**src/rtl/audio_pkg.sv**
```systemverilog
`default_nettype none
// ============================================================================
// Module   : audio_pkg
// Purpose  : Shared constants, types and helpers for the audio output path.
//            SLOT_BITS/FRAME_BITS describe the 2 x 32-bit I2S frame,
//            sample_t is the default signed sample word, and bck_inc() gives
//            the phase-accumulator increment that yields two ticks per BCK
//            period (one per edge).
// Revision : 1.0 - initial release
// ============================================================================
package audio_pkg;

    localparam int SLOT_BITS        = 32;
    localparam int FRAME_BITS       = 64;
    localparam int DEFAULT_AUDIO_DW = 16;

    typedef logic signed [DEFAULT_AUDIO_DW-1:0] sample_t;

    // Accumulator increment for a BCK of FRAME_BITS x sample_rate: every
    // accumulator overflow is one BCK edge, so two overflows per bit.
    function automatic int unsigned bck_inc(input int unsigned sample_rate);
        return 2 * FRAME_BITS * sample_rate;
    endfunction

endpackage
`default_nettype wire

```
**src/rtl/frac_clk_div.sv**
```systemverilog
`default_nettype none
// ============================================================================
// Module   : frac_clk_div
// Purpose  : Fractional clock-enable generator. A 32-bit phase accumulator
//            advances by OUT_RATE_X2 every clk and wraps modulo CLK_RATE;
//            each wrap produces a single-cycle tick, so the long-run tick
//            rate is exactly OUT_RATE_X2 per second of clk.
// Ports    : clk    - system clock
//            rst    - synchronous active-high reset (accumulator -> 0)
//            o_tick - combinational one-clk enable, at most one per clk
// Revision : 1.0 - initial release
// ============================================================================
module frac_clk_div #(
    parameter int unsigned CLK_RATE    = 14_000_000,
    parameter int unsigned OUT_RATE_X2 = 6_144_000
) (
    input  logic clk,
    input  logic rst,
    output logic o_tick
);

    // One extra bit so acc + INC can never overflow before the compare.
    localparam logic [32:0] c_clk_rate = 33'(CLK_RATE);
    localparam logic [32:0] c_inc      = 33'(OUT_RATE_X2);

    if (OUT_RATE_X2 == 0 || OUT_RATE_X2 > CLK_RATE) begin : g_rate_check
        $error("frac_clk_div: OUT_RATE_X2 must be in 1..CLK_RATE");
    end

    logic [31:0] r_acc_q;
    logic [31:0] w_acc_d;
    logic [32:0] w_sum;
    logic        w_tick;

    always_comb begin
        w_sum  = {1'b0, r_acc_q} + c_inc;
        w_tick = (w_sum >= c_clk_rate);
        // acc < CLK_RATE and INC <= CLK_RATE, so the wrapped value fits 32 bits.
        w_acc_d = w_tick ? 32'(w_sum - c_clk_rate) : w_sum[31:0];
    end

    always_ff @(posedge clk) begin
        if (rst) begin
            r_acc_q <= '0;
        end else begin
            r_acc_q <= w_acc_d;
        end
    end

    assign o_tick = w_tick;

endmodule
`default_nettype wire

```
**src/rtl/i2s_frac_tx.sv**
```systemverilog
`default_nettype none
// ============================================================================
// Module   : i2s_frac_tx
// Purpose  : Philips I2S transmitter running directly from the system clock.
//            BCK is toggled on ticks from a fractional divider; all data-side
//            outputs move only on BCK falling edges. Each frame is 64 BCK:
//            left slot then right slot, 32 bits each, data delayed one BCK
//            after the LRCK edge, MSB first, zero padded after the LSB.
// Ports    : clk           - system clock
//            reset         - synchronous active-high reset
//            left_chan     - left sample (two's complement), latched per frame
//            right_chan    - right sample (two's complement), latched per frame
//            sclk          - I2S bit clock (64 x SAMPLE_RATE on average)
//            lrclk         - word select, 0 = left slot, 1 = right slot
//            sdata         - serial data, MSB first
//            sample_strobe - one-clk pulse when a new L/R pair is latched
// Revision : 1.0 - initial release
// ============================================================================
module i2s_frac_tx
    import audio_pkg::*;
#(
    parameter int unsigned CLK_RATE    = 14_000_000,
    parameter int unsigned SAMPLE_RATE = 48_000,
    parameter int          AUDIO_DW    = 16
) (
    input  logic                clk,
    input  logic                reset,
    input  logic [AUDIO_DW-1:0] left_chan,
    input  logic [AUDIO_DW-1:0] right_chan,
    output logic                sclk,
    output logic                lrclk,
    output logic                sdata,
    output logic                sample_strobe
);

    localparam int               c_cnt_w   = $clog2(FRAME_BITS);
    localparam int               c_k_w     = $clog2(SLOT_BITS);
    localparam int unsigned      c_bck_inc = bck_inc(SAMPLE_RATE);
    localparam logic [c_cnt_w-1:0] c_cnt_one  = 1;
    localparam logic [c_cnt_w-1:0] c_cnt_zero = '0;

    // At least 4 clk per BCK period keeps each BCK half-period >= 2 clk, so
    // sdata/lrclk are always stable for 2 clk before the codec samples them.
    if (CLK_RATE < 4 * FRAME_BITS * SAMPLE_RATE) begin : g_rate_check
        $error("i2s_frac_tx: CLK_RATE must be >= 256 x SAMPLE_RATE");
    end

    if (AUDIO_DW < 1 || AUDIO_DW > SLOT_BITS - 1) begin : g_dw_check
        $error("i2s_frac_tx: AUDIO_DW must be in 1..31");
    end

    // ------------------------------------------------------------------
    // BCK edge timing
    // ------------------------------------------------------------------
    logic w_tick;

    frac_clk_div #(
        .CLK_RATE    (CLK_RATE),
        .OUT_RATE_X2 (c_bck_inc)
    ) u_bck_div (
        .clk    (clk),
        .rst    (reset),
        .o_tick (w_tick)
    );

    // ------------------------------------------------------------------
    // State
    // ------------------------------------------------------------------
    logic                r_sclk_q,    w_sclk_d;
    logic                r_lrclk_q,   w_lrclk_d;
    logic                r_sdata_q,   w_sdata_d;
    logic                r_strobe_q,  w_strobe_d;
    logic [c_cnt_w-1:0]  r_bit_cnt_q, w_bit_cnt_d;
    logic [AUDIO_DW-1:0] r_left_q,    w_left_d;
    logic [AUDIO_DW-1:0] r_right_q,   w_right_d;

    logic                w_fall;
    logic [c_cnt_w-1:0]  w_cnt_inc;
    logic [AUDIO_DW-1:0] w_word;
    logic                w_bit;

    always_comb begin
        // A tick while BCK is high drives it low: that is the data edge.
        w_fall    = w_tick & r_sclk_q;
        w_sclk_d  = r_sclk_q ^ w_tick;
        w_cnt_inc = r_bit_cnt_q + c_cnt_one;

        // Slot bit k (1..AUDIO_DW) carries word bit AUDIO_DW-k; slot bit 0 is
        // the one-BCK I2S delay and bits beyond the LSB are padding, both 0.
        // For k == 0 the stale shadow is selected but never used.
        w_word = w_cnt_inc[c_cnt_w-1] ? r_right_q : r_left_q;
        w_bit  = 1'b0;
        for (int i = 0; i < AUDIO_DW; i++) begin
            if (int'(w_cnt_inc[c_k_w-1:0]) == AUDIO_DW - i) begin
                w_bit = w_word[i];
            end
        end

        w_bit_cnt_d = r_bit_cnt_q;
        w_lrclk_d   = r_lrclk_q;
        w_sdata_d   = r_sdata_q;
        w_left_d    = r_left_q;
        w_right_d   = r_right_q;
        w_strobe_d  = 1'b0;

        if (w_fall) begin
            w_bit_cnt_d = w_cnt_inc;
            w_lrclk_d   = w_cnt_inc[c_cnt_w-1];
            w_sdata_d   = w_bit;
            // Both channels are captured on the same clk so the pair stays
            // coherent for the whole frame.
            if (w_cnt_inc == c_cnt_zero) begin
                w_left_d   = left_chan;
                w_right_d  = right_chan;
                w_strobe_d = 1'b1;
            end
        end
    end

    always_ff @(posedge clk) begin
        if (reset) begin
            r_sclk_q    <= 1'b0;
            r_lrclk_q   <= 1'b0;
            r_sdata_q   <= 1'b0;
            r_strobe_q  <= 1'b0;
            // Parked on the last bit so the first falling edge opens a frame.
            r_bit_cnt_q <= '1;
            r_left_q    <= '0;
            r_right_q   <= '0;
        end else begin
            r_sclk_q    <= w_sclk_d;
            r_lrclk_q   <= w_lrclk_d;
            r_sdata_q   <= w_sdata_d;
            r_strobe_q  <= w_strobe_d;
            r_bit_cnt_q <= w_bit_cnt_d;
            r_left_q    <= w_left_d;
            r_right_q   <= w_right_d;
        end
    end

    assign sclk          = r_sclk_q;
    assign lrclk         = r_lrclk_q;
    assign sdata         = r_sdata_q;
    assign sample_strobe = r_strobe_q;

endmodule
`default_nettype wire

```
**config.mk**
```make
export PLATFORM = sky130hd
export DESIGN_NAME = i2s_frac_tx
export DESIGN_NICKNAME = d
export VERILOG_FILES = /design/src/rtl/audio_pkg.sv /design/src/rtl/frac_clk_div.sv /design/src/rtl/i2s_frac_tx.sv
export SDC_FILE = /design/constraint.sdc
export NUM_CORES = 1
export LEC_CHECK = 0
export CAP_MARGIN = 20
export CORE_UTILIZATION = 50
export CTS_CLUSTER_SIZE = 28
export DETAILED_ROUTE_END_ITERATION = 12
export GPL_ROUTABILITY_DRIVEN = 0
export PLACE_DENSITY = 0.82
export SKIP_CTS_REPAIR_TIMING = 1
export SYNTH_ARGS = -nofsm -noshare
export SYNTH_HDL_FRONTEND = slang
export SYNTH_SLANG_ARGS = --single-unit
```
**constraint.sdc**
```tcl
create_clock -name clk -period 4.2 [get_ports clk]
set_clock_uncertainty 0.05 [all_clocks]
set_input_delay 0.84 -clock clk [delete_from_list [all_inputs] [get_ports clk]]
set_output_delay 0.84 -clock clk [all_outputs]
set_load 0.02 [all_outputs]
```
# After elaboration in Yosys (flattened, before gate mapping)
# Cells that the tools add are included.
[op_classes]
n_mux = 19
addsub = 3
reduce_logical = 3
n_lt_le_gt_ge = 1
n_bitwise = 3
eq_ne = 16
[ops]
columns = ["cell", "n"]
rows = [
  ["$eq 5x5->1 const B", 9],
  ["$add 32x23->33 const B", 1],
  ["$ge 33x24->1 const B", 1],
  ["$mux 32", 1],
  ["$sub 32x24->32 const B", 1],
  ["$eq 5x4->1 const B", 4],
  ["$mux 1", 17],
  ["$mux 16", 1],
  ["$eq 5x3->1 const B", 2],
  ["$add 6x1->6 const B", 1],
  ["$logic_not 6->1", 1],
  ["$eq 5x2->1 const B", 1],
  ["$reduce_and 2->1", 1],
  ["$reduce_or 2->1", 1],
  ["$and 1x1->1", 1],
  ["$not 1->1", 1],
  ["$xor 1x1->1", 1],
]
[word_totals]
register_bits = 74
input_bits = 34
wordCells = 53

# Logic depth before layout (Yosys ltp)
[logic_depth]
ltp_word = 18
ltp_mapped = 16

# By module
# Synthesis repeated with hierarchy kept, for this count alone.
[unflattened]
cells_unflattened = 510
area_unflattened_um2 = 4155.2
[by_module_without_submodules]
columns = ["mod", "area_per_inst_um2", "seq_area_each_um2", "cells_per_inst", "n_inst"]
rows = [
  ["i2s_frac_tx", 2302.2, 840.8, 289, 1],
  ["frac_clk_div", 1853.0, 500.5, 221, 1],
]

# Worst setup path before layout
# Ideal clock, no wire load.
[synth_path]
path_type = "register -> register"
from = "reg u_bck_div.r_acc_q[14]"
to = "reg r_left_q[0]"
t_arrival_ns = 3.001
path_stages_with_launch = 16
required_time_ns = 4.080
n_path_buf = 2
slack_ns = 1.079
period_less_slack_ns = 3.121
cell_sequence = "dfxtp_1 inv_1 ha_1 nor2b_1 o21ai_1 a2111o_1 a211oi_2 nand3_2 buf_2 nor2_1 inv_1 ha_1 nand4_1 clkbuf_1 nand2_1 a21oi_1"
[synth_between]
elab_chain_len = 4
[synth_lines]
columns = ["item", "line_no", "rtl"]
rows = [
  ["from (decl)", "frac_clk_div.sv:30", "logic [31:0] r_acc_q;"],
  ["from (signal assigned)", "frac_clk_div.sv:46", "r_acc_q <= w_acc_d;"],
  ["$add 32x23->33", "frac_clk_div.sv:36", "w_sum = {1'b0, r_acc_q} + c_inc;"],
  ["$ge 33x24->1", "frac_clk_div.sv:37", "w_tick = (w_sum >= c_clk_rate);"],
  ["$and 1x1->1", "i2s_frac_tx.sv:84", "w_fall = w_tick & r_sclk_q;"],
  ["via w_fall", "i2s_frac_tx.sv:77", "logic w_fall;"],
  ["$reduce_and 2->1 (no source line)", "--", ""],
  ["to (signal assigned)", "i2s_frac_tx.sv:136", "r_left_q <= w_left_d;"],
  ["to (decl)", "i2s_frac_tx.sv:74", "logic [AUDIO_DW-1:0] r_left_q, w_left_d;"],
]
# The timed path passes the listed nets, and every way through them passes these cells.
# A chain may end at the register's enable or synchronous reset.

# Worst setup path in the final report
[layout_path]
from = "reg u_bck_div.r_acc_q[14]"
to = "reg r_right_q[7]"
[layout_between]
elab_chain_len = 4
[layout_lines]
columns = ["item", "line_no", "rtl"]
rows = [
  ["$add 32x23->33", "frac_clk_div.sv:36", ""],
  ["$ge 33x24->1", "frac_clk_div.sv:37", ""],
  ["$and 1x1->1", "i2s_frac_tx.sv:84", ""],
  ["via w_fall", "i2s_frac_tx.sv:77", ""],
  ["$reduce_and 2->1 (no source line)", "--", ""],
  ["to (signal assigned)", "i2s_frac_tx.sv:137", "r_right_q <= w_right_d;"],
  ["to (decl)", "i2s_frac_tx.sv:75", "logic [AUDIO_DW-1:0] r_right_q, w_right_d;"],
]
# The timed path passes the listed nets, and every way through them passes these cells.

==> impl_metrics.prom <==
# TYPE chip_impl_metric gauge
chip_impl_info{name="status",value="finished, final reports clean"} 1
chip_impl_metric{name="synthesis.instances",unit=""} 576
chip_impl_metric{name="net_count_synth",unit=""} 620
chip_impl_metric{name="synth.lib_cells_used.distinct",unit=""} 82
chip_impl_info{name="min_path_type",value="reg -> reg"} 1
chip_impl_metric{name="drt-initial-drc-count",unit=""} 317
chip_impl_metric{name="maxSlewViolCount",unit=""} 0
chip_impl_info{name="synth_largest_area_cell",value="dfxtp_1"} 1
chip_impl_metric{name="cts_buffers",unit=""} 9
chip_impl_info{name="ordered_cell_list_for_the_critical_path",value="inv_1 > ha_1 > nand2b_1 > a21oi_1 > a221oi_1 > o22ai_1 > a21o_1 > nor2_1 > inv_1 > ha_1 > buf_4 > nand4_1 > buf_4 > nand2_1 > a21oi_1"} 1
chip_impl_metric{name="drt.antenna.violating_nets",unit=""} 0
chip_impl_metric{name="first_pass_iters",unit=""} 5
chip_impl_metric{name="floorplan.initialDensity",unit=""} 0.525
chip_impl_metric{name="wire_length_of_the_first_global_routing_pass",unit="mm"} 17.9
chip_impl_info{name="clock_tree_from_tritoncts",value="done"} 1
chip_impl_metric{name="path_clk_slew",unit="ns"} 0.08
chip_impl_metric{name="detail_route.wl_per_cell",unit="um"} 15.4
chip_impl_metric{name="portBuffers",unit=""} 37
chip_impl_metric{name="delay_of_the_slowest_cell_on_the_worst_path",unit="ns"} 0.45
chip_impl_metric{name="cts.path.max_buffers",unit=""} 2
chip_impl_metric{name="grt_start_max_net_pins",unit=""} 66
chip_impl_metric{name="finalCritPeriodShare",unit=""} 0.819
chip_impl_metric{name="worst_slew_margin_rel",unit=""} 0.463
chip_impl_metric{name="seq_area_frac_synth",unit=""} 0.307
chip_impl_metric{name="io_pins",unit=""} 38
chip_impl_metric{name="globalRouteTotalUtil",unit=""} 0.248
chip_impl_metric{name="gr-usage-met3",unit=""} 0.0494
chip_impl_metric{name="fin_total_pwr",unit="uW"} 3990
chip_impl_metric{name="routed-via-count",unit=""} 4301
chip_impl_metric{name="die_height",unit="um"} 95.5
chip_impl_metric{name="cp_data_arrival_time",unit="ns"} 3.67
chip_impl_metric{name="max_cap_viol_count",unit=""} 0
chip_impl_info{name="top_usage_layer",value="met2"} 1
chip_impl_metric{name="tightestPinTransition",unit="ns"} 0.805
chip_impl_metric{name="number_of_global_route_vias_before_repair",unit=""} 3971
chip_impl_metric{name="synthArstFlopShare",unit=""} 0
chip_impl_metric{name="ys_warn_count",unit=""} 0
chip_impl_metric{name="layout.core_utilization",unit=""} 0.598
chip_impl_info{name="mostFrequentLayoutCell",value="nand2_1"} 1
chip_impl_info{name="dominantRegCellSynth",value="dfxtp_1"} 1
chip_impl_info{name="clock-root-buffer",value="clkbuf_8"} 1
chip_impl_metric{name="post_layout_minimum_cycle_time",unit="ns"} 3.44
chip_impl_metric{name="wirelength",unit="mm"} 10.8
chip_impl_metric{name="grt_use_met1",unit=""} 0.301
chip_impl_info{name="critical_path.slowest_cell",value="dfxtp_1"} 1
chip_impl_metric{name="final.setup.tns",unit="ns"} 0
chip_impl_metric{name="drc_errors",unit=""} 0
chip_impl_metric{name="detailedPlacementHpwl",unit="mm"} 7.51
chip_impl_metric{name="clock_latency",unit="ns"} 0.36
chip_impl_metric{name="leakage",unit="uW"} 0.00171
chip_impl_metric{name="netlist_area_pre_place",unit="mm^2"} 0.00438
chip_impl_metric{name="cts.sinks",unit=""} 67
chip_impl_metric{name="count_of_flip_flops_with_a_built_in_enable_after_synthesis",unit=""} 0
chip_impl_metric{name="timing_hold_violations_final",unit=""} 0
chip_impl_metric{name="yosys_register_bits",unit=""} 67
chip_impl_metric{name="p_per_area",unit="mW/mm^2"} 800
chip_impl_metric{name="cp_required",unit="ns"} 4.43
chip_impl_metric{name="number_of_nets_in_the_layout",unit=""} 636
chip_impl_metric{name="overflow_left_after_global_routing",unit=""} 0
chip_impl_metric{name="maxClockFrequency",unit="GHz"} 0.291
chip_impl_metric{name="fill_cells",unit=""} 733
chip_impl_metric{name="via_per_inst",unit=""} 6.13
chip_impl_info{name="critical-path-top-delay-family",value="compound AO/OA/AOI/OAI gates"} 1
chip_impl_metric{name="cts-htree-levels",unit=""} 3
chip_impl_metric{name="floorplan.core_area",unit="mm^2"} 0.00834
chip_impl_metric{name="diodes",unit=""} 0
chip_impl_info{name="worst-setup-path-type",value="reg -> reg"} 1
chip_impl_metric{name="dieWidth",unit="um"} 95.5
chip_impl_metric{name="floorplan.rows",unit=""} 33
chip_impl_info{name="end_kind",value="flop"} 1
chip_impl_metric{name="synthDominantCellAreaShare",unit=""} 0.307
chip_impl_info{name="top_area_cells_in_the_synthesized_netlist",value="dfxtp_1 (31%), nand2_1 (10%), a21oi_1 (7.0%)"} 1
chip_impl_metric{name="setup_failing_eps_final",unit=""} 0
chip_impl_metric{name="path_buf_inv",unit=""} 4
chip_impl_info{name="highest_count_cells_in_the_layout_ignoring_fill_and_taps",value="nand2_1 (120), dfxtp_1 (67), a21oi_1 (61)"} 1
chip_impl_metric{name="syn_to_final_growth",unit="%"} 14.0
chip_impl_metric{name="power.ir.vdd_worst",unit="mV"} 0.317
chip_impl_metric{name="design.die.area",unit="mm^2"} 0.00913
chip_impl_metric{name="synth.avg_cell_area",unit="um^2"} 7.60
chip_impl_metric{name="final_layout_size_suffix_gt1_frac",unit=""} 0.0888
chip_impl_metric{name="antenna_found_initial",unit=""} 0
chip_impl_info{name="cp-start-kind",value="flop"} 1
chip_impl_metric{name="cp_max_fo",unit=""} 33
chip_impl_metric{name="groute.layer.met2.usage",unit=""} 0.428
chip_impl_info{name="grt_setup_unrepaired",value="false"} 1
tightest hold or removal path, stage by stage (launching register included):
cell,delay (ns)
dfxtp_1,0.31
nand2_1,0.05
a21oi_1,0.05
cell type report:
class	instances	area, um^2	area share
multi-input combinational	453	2810	0.563
sequential	67	1340	0.269
clock inverter	4	56.3	0.0113
timing repair buffer	46	440	0.0883
tap	105	131	0.0263
inverter	15	56.3	0.0113
clock buffer	12	155	0.0311
metrics by stage:
step                area (um^2)  std cells  worst slack (ns)  hold WS, ns
floorplan                  4380        576              1.08        0.382
global placement           4760        685             0.730        0.392
detailed placement         4760        685             0.564        0.397
CTS                        4970        701             0.541        0.408
global route               4990        702             0.426        0.434
finish                     4990        702             0.759        0.406
state kept, by name (all words and copies together) (netlist names):
name               cells
r_right_q             16
sclk                   1
sdata                  1
r_left_q              16
sample_strobe          1
u_bck_div.r_acc_q     25
r_bit_cnt_q            6
lrclk                  1
power breakdown:
part | leakage, uW | internal (uW) | total [uW] | switching, uW
Clock | 0.000108 | 312 | 583 | 271
Combinational | 0.00106 | 899 | 2320 | 1420
Sequential | 0.000547 | 809 | 1090 | 278
per-layer routing:
layer | up-vias | wire length (um)
li1 | 2125 | -
met1 | 2004 | 4640
met5 | - | 0
met4 | 0 | 227
met3 | 22 | 623
met2 | 150 | 5340
worst paths after layout:
check,start,to,slack [ns],cells after the start
setup / recovery,u_bck_div.r_acc_q[14],r_right_q[7],0.76,15
hold / removal,r_left_q[13],r_left_q[13],0.41,2
setup reg to reg,u_bck_div.r_acc_q[14],r_right_q[7],0.76,15
hold reg to reg,r_left_q[13],r_left_q[13],0.41,2
synth_stat cells, drive strengths merged, types with 4 or more instances:
cell type,n
nor3b,8
ha,10
nand3b,4
o211ai,9
or4,4
inv,15
nand3,20
o2111ai,6
and3,10
nor2,27
clkbuf,28
nor3,13
mux2i,8
nand4,9
xor2,5
or3,7
a21oi,62
a211oi,8
o22ai,4
nand2,120
o311ai,11
and2,6
xnor2,9
o21ai,22
a21boi,6
buf,13
dfxtp,67
a21o,4
o31ai,7
cell families after synthesis:
family / share of synthesized area
flops: 0.307
buf+inv: 0.0529
fa+ha+maj: 0.0286
xor+xnor: 0.0297
compound gates: 0.271
mux: 0.0209
simple gates: 0.290
No activity file was read; power rests on OpenSTA's default activity.
